[config.mk]
export PLATFORM = sky130hd
export DESIGN_NAME = quick_sort_engine
export DESIGN_NICKNAME = d
export VERILOG_FILES = /design/src/rtl/quick_sort_engine.sv
export SDC_FILE = /design/constraint.sdc
export NUM_CORES = 2
export LEC_CHECK = 0
export BUFFER_PORTS_ARGS = -buffer_cell sky130_fd_sc_hd__clkbuf_2
export CORE_AREA = 10 10 583 442
export CTS_CLUSTER_DIAMETER = 100
export CTS_CLUSTER_SIZE = 25
export DETAILED_ROUTE_END_ITERATION = 8
export DIE_AREA = 0 0 593 452
export PLACE_DENSITY_LB_ADDON = 0.05
export SLEW_MARGIN = 20
export SYNTH_ARGS = -nofsm -noshare
export SYNTH_HDL_FRONTEND = slang
export SYNTH_SLANG_ARGS = --single-unit
[constraint.sdc]
create_clock -name clk -period 8.69 [get_ports clk]
set_input_delay 1.738 -clock clk [delete_from_list [all_inputs] [get_ports clk]]
set_output_delay 1.738 -clock clk [all_outputs]
set_load 0.01 [all_outputs]
[src/rtl/quick_sort_engine.sv]
// Iterative in-place quicksort over an internal array: explicit range stack,
// Lomuto partition, one compare/swap per clock.
module quick_sort_engine #(
  parameter int WORD_SIZE = 16,
  parameter int DEPTH     = 64,
  parameter int ADDR_W    = $clog2(DEPTH),
  parameter int STK_DEPTH = ADDR_W + 1
) (
  input  logic                 clk,
  input  logic                 rst_n,
  input  logic                 wr_en,
  input  logic [ADDR_W-1:0]    wr_addr,
  input  logic [WORD_SIZE-1:0] wr_data,
  input  logic [ADDR_W-1:0]    rd_addr,
  output logic [WORD_SIZE-1:0] rd_data,
  input  logic                 start,
  input  logic                 descending,
  input  logic [WORD_SIZE-1:0] lo,
  input  logic [WORD_SIZE-1:0] hi,
  output logic                 busy,
  output logic                 done,
  output logic                 err
);

  // state | meaning
  // IDLE  | waiting for start; host owns the array
  // CHECK | validate captured range, seed the stack
  // POP   | fetch next range or finish when stack empty
  // LDPIV | latch pivot = mem[h]
  // SCAN  | one j per cycle, swap keys on the pivot's side
  // FSWAP | move pivot into its final slot i
  // PUSH  | push sub-ranges of size >= 2, larger first
  // FIN   | one-cycle done pulse, release busy
  typedef enum logic [2:0] {IDLE, CHECK, POP, LDPIV, SCAN, FSWAP, PUSH, FIN} state_t;

  localparam int SP_W = $clog2(STK_DEPTH + 1);
  localparam int STK_N = 2 ** SP_W;

  logic [WORD_SIZE-1:0] mem [DEPTH];
  logic [ADDR_W-1:0]    stk_lo [STK_N];
  logic [ADDR_W-1:0]    stk_hi [STK_N];

  state_t               state;
  logic                 desc_q;
  logic [WORD_SIZE-1:0] lo_q, hi_q, pivot;
  logic [ADDR_W-1:0]    l_q, h_q, i_q, j_q;
  logic [SP_W-1:0]      sp;

  logic                 take;
  logic                 swap_en;
  logic [ADDR_W-1:0]    swap_b;
  logic [ADDR_W:0]      left_sz, right_sz;
  logic                 push_l, push_r, stk_ovf;
  logic [SP_W:0]        sp_next;

  always_comb begin
    take     = desc_q ? (mem[j_q] > pivot) : (mem[j_q] < pivot);
    swap_en  = ((state == SCAN) && take) || (state == FSWAP);
    swap_b   = (state == FSWAP) ? h_q : j_q;
    // i lies in [l,h] after partition, so neither difference can wrap
    left_sz  = {1'b0, i_q} - {1'b0, l_q};
    right_sz = {1'b0, h_q} - {1'b0, i_q};
    push_l   = left_sz >= (ADDR_W+1)'(2);
    push_r   = right_sz >= (ADDR_W+1)'(2);
    sp_next  = {1'b0, sp} + (SP_W+1)'(push_l) + (SP_W+1)'(push_r);
    stk_ovf  = sp_next > (SP_W+1)'(STK_DEPTH);
  end

  always_ff @(posedge clk) begin
    if (wr_en && !busy) begin
      mem[wr_addr] <= wr_data;
    end else if (swap_en) begin
      mem[i_q]    <= mem[swap_b];
      mem[swap_b] <= mem[i_q];
    end
  end

  always_ff @(posedge clk or negedge rst_n) begin
    if (!rst_n) begin
      state   <= IDLE;
      busy    <= 1'b0;
      done    <= 1'b0;
      err     <= 1'b0;
      rd_data <= '0;
      desc_q  <= 1'b0;
      lo_q    <= '0;
      hi_q    <= '0;
      pivot   <= '0;
      l_q     <= '0;
      h_q     <= '0;
      i_q     <= '0;
      j_q     <= '0;
      sp      <= '0;
      for (int k = 0; k < STK_N; k++) begin
        stk_lo[k] <= '0;
        stk_hi[k] <= '0;
      end
    end else begin
      done <= 1'b0;
      if (!busy) rd_data <= mem[rd_addr];
      case (state)
        IDLE: begin
          if (start) begin
            lo_q   <= lo;
            hi_q   <= hi;
            desc_q <= descending;
            err    <= 1'b0;
            sp     <= '0;
            busy   <= 1'b1;
            state  <= CHECK;
          end
        end
        CHECK: begin
          if (hi_q >= WORD_SIZE'(DEPTH)) begin
            err   <= 1'b1;
            state <= FIN;
          end else if (lo_q >= hi_q) begin
            state <= FIN;
          end else begin
            stk_lo[0] <= lo_q[ADDR_W-1:0];
            stk_hi[0] <= hi_q[ADDR_W-1:0];
            sp        <= SP_W'(1);
            state     <= POP;
          end
        end
        POP: begin
          if (sp == '0) begin
            state <= FIN;
          end else begin
            sp    <= sp - SP_W'(1);
            l_q   <= stk_lo[sp - SP_W'(1)];
            h_q   <= stk_hi[sp - SP_W'(1)];
            i_q   <= stk_lo[sp - SP_W'(1)];
            j_q   <= stk_lo[sp - SP_W'(1)];
            state <= LDPIV;
          end
        end
        LDPIV: begin
          pivot <= mem[h_q];
          state <= SCAN;
        end
        SCAN: begin
          if (take) i_q <= i_q + ADDR_W'(1);
          if (j_q == h_q - ADDR_W'(1)) state <= FSWAP;
          else j_q <= j_q + ADDR_W'(1);
        end
        FSWAP: state <= PUSH;
        PUSH: begin
          if (stk_ovf) begin
            err   <= 1'b1;
            state <= FIN;
          end else begin
            // larger range goes deeper so the smaller one is partitioned next
            if (push_l && push_r) begin
              if (left_sz >= right_sz) begin
                stk_lo[sp]            <= l_q;
                stk_hi[sp]            <= i_q - ADDR_W'(1);
                stk_lo[sp + SP_W'(1)] <= i_q + ADDR_W'(1);
                stk_hi[sp + SP_W'(1)] <= h_q;
              end else begin
                stk_lo[sp]            <= i_q + ADDR_W'(1);
                stk_hi[sp]            <= h_q;
                stk_lo[sp + SP_W'(1)] <= l_q;
                stk_hi[sp + SP_W'(1)] <= i_q - ADDR_W'(1);
              end
            end else if (push_l) begin
              stk_lo[sp] <= l_q;
              stk_hi[sp] <= i_q - ADDR_W'(1);
            end else if (push_r) begin
              stk_lo[sp] <= i_q + ADDR_W'(1);
              stk_hi[sp] <= h_q;
            end
            sp    <= sp_next[SP_W-1:0];
            state <= POP;
          end
        end
        FIN: begin
          done  <= 1'b1;
          busy  <= 1'b0;
          state <= IDLE;
        end
        default: state <= IDLE;
      endcase
    end
  end

endmodule

==> reports/metrics.cfg <==
[setup_path]
critPathCaptureType = register
path_class = reg2reg
critical_path.slowest_cell = dfrtp_4
critPathLaunchType = register
cp_cell_sequence = buf_4 -> mux4_2 -> mux4_2 -> mux4_2 -> ha_1 -> nand4_1 -> nor4_1 -> or4b_1 -> a31oi_1 -> or3_4 -> buf_4 -> nor4_1 -> a21oi_4 -> o21ai_2 -> buf_4
cp.arrival_ps = 8340
critPathMaxStageDelay_ps = 1110
path_max_fanout = 29
worst_ep_required_time_ps = 9140

[clock_tree]
insertion_delay_ps = 780
clkTransAtPathRegs_ps = 110
cts_buffer_depth = 3
cts_tree = done
postCtsHoldBufs = 0
cts_resized = 0
cts_made_buffers = 69
root_buffer = clkbuf_16
cts_sinks = 1218
post-cts-setup-buffers = 0
ctsHtreeMaxLevel = 3

[logic_synthesis]
synth_edf_count = 1024
yosysWarnings = 0
synth.area.top_cells = mux4_2, edfxtp_1, mux2i_1
ys_seq_elements = 1218
synth.top_cell.area_share = 0.315
synth_top_area_cell = mux4_2
synth_cell_types = 97
yosysSeqAreaShare = 0.364
syn_area_um2 = 97900
syn_area_per_cell_um2 = 12.7
synthesis.nets = 7847
synthCells = 7716
async_reset_ff_frac = 0.159
synth_flop_cell = edfxtp_1

[detailed_routing]
routed_wl_um = 532000
vias = 84517
wire_per_inst_um = 49.7
first_pass_iters = 7
drtIter0Drc = 16148
drc = 0
ant_nets = 0
vias_per_cell = 7.89

[layout]
final_core_util = 0.431
final-instance-count-excl-fill = 10715
area_delta_synth_final_pct = 8.43
nFillCells = 22376
final_cell_mix = mux4_2, edfxtp_1, mux2i_1
fin_area_um2 = 106000
nets = 7482
final_common_cell = mux4_2
drive_above_1_share = 0.318

[sta]
finalHoldWorstSlack_ps = 480
clock-skew-final_ps = 45.0
finalCriticalPeriod_ps = 7890
hold_violations = 0
tightest_slew_ps = 1350
rsz0062_at_grt = no
tns_ps = 0
max_slew_margin = 0.0978
final-setup-viol-count = 0
fin_crit_sh = 0.908
drv_slew = 0
fin_ws_ps = 803
max_freq_ghz = 0.127

[pwr]
leakagePower_nw = 36.7
powerDensity_nw_per_um2 = 113
power.total_mw = 12.0
ir_drop_mv = 0.130

[placement]
dp_cells = 10556
dpl.hpwl_um = 369000
portBuffers = 83
place.gp.congestion = 1.00
place_ws_ps = 1180
postPlaceCellArea_um2 = 104000

[status]
status = finished clean

[grt]
antenna_found_initial = 57
grt_max_degree = 118
grt_pass1_wl_um = 711000
first_global_vias = 76652
grt_usage = 0.384
overflow = 0

[die]
initial_core_util = 0.398
pin_count = 84
die_h_um = 452
num_rows = 158
design.core.area_um2 = 246000
die-area_um2 = 268000
die_w_um = 593

[min_path]
min_path_type = reg2reg

[run]
maxCapViolations = 0

[worst max-delay path: cells and delay by family, from the launching register on]
kind,cells,cell delay [ps]
AND/OR/NAND/NOR,5,1820
multiplexers,3,1800
AO/OA/AOI/OAI,3,1210
flip-flops,1,1110
buffers and inverters,3,1110
adder cells (fa/ha/maj),1,370
[routing by layer]
| metal | global-route usage | part of all wire | up-vias | wire (µm) |
|---|---|---|---|---|
| met2 | 0.509 | 0.39 | 7891 | 210000 |
| li1 | - | - | 31304 | - |
| met4 | 0.145 | 0.049 | 50 | 26200 |
| met1 | 0.520 | 0.38 | 43952 | 203000 |
| met5 | 0.00870 | 0.0016 | - | 829 |
| met3 | 0.210 | 0.17 | 1320 | 92300 |
[final timing paths]
path | startpoint | endpoint | slack, ps | cells past startpoint
min in group asynchronous | rst_n | rd_data[5] | 930 | 1
worst max register to register | j_q[0] | mem[8][12] | 800 | 15
worst min register to register | rd_data[2] | rd_data[2] | 480 | 2
worst max-delay path | j_q[0] | mem[8][12] | 800 | 15
worst min-delay path | rd_data[2] | rd_data[2] | 480 | 2
max in group asynchronous | rst_n | h_q[0] | 6290 | 2
[synthesized netlist by cell type, types with 64 or more instances]
cell type and count:
mux4_2 1371, edfxtp_1 1024, o21ai_0 689, mux2i_1 637, clkbuf_1 524, nand2_1 524, a21oi_1 373, a22oi_1 223
buf_2 215, nor2_1 197, dfrtp_1 194, buf_1 192, o22ai_1 169, nand3_1 139, a31oi_1 123, nor3_1 102
a22o_1 71, o21a_1 70, o31a_1 66, inv_1 64
[sequential cells by signal, summed over array words and instances (netlist names), 16 cells and up]
signal / count
mem: 1024
stk_hi: 48
stk_lo: 48
hi_q: 16
lo_q: 16
pivot: 16
rd_data: 16
[layout make-up]
type	instances	area (µm²)	area share
timing repair buffer	550	4660	0.0439
clock inverter	32	364	0.00343
tap	3280	4100	0.0387
multi-input combinational	5442	59100	0.557
inverter	70	278	0.00262
clock buffer	90	1930	0.0182
sequential	1218	35600	0.336
antenna	33	82.6	0.000778
[power breakdown]
part	switching [mW]	total, mW	internal [mW]	leakage [nW]
Clock	2.45	4.14	1.69	1.11
Combinational	1.03	1.50	0.474	23.9
Sequential	0.0404	6.34	6.30	11.7
[kinds of logic after synthesis]
logic type	Yosys count	share of synthesized area
flops	1218	0.364
xor+xnor	28	0.00250
buf+inv	1056	0.0458
mux	2069	0.387
fa+ha+maj	66	0.00866
simple gates	1129	0.0516
compound gates	2150	0.140
Note: power is estimated with default switching activity, not from simulation.
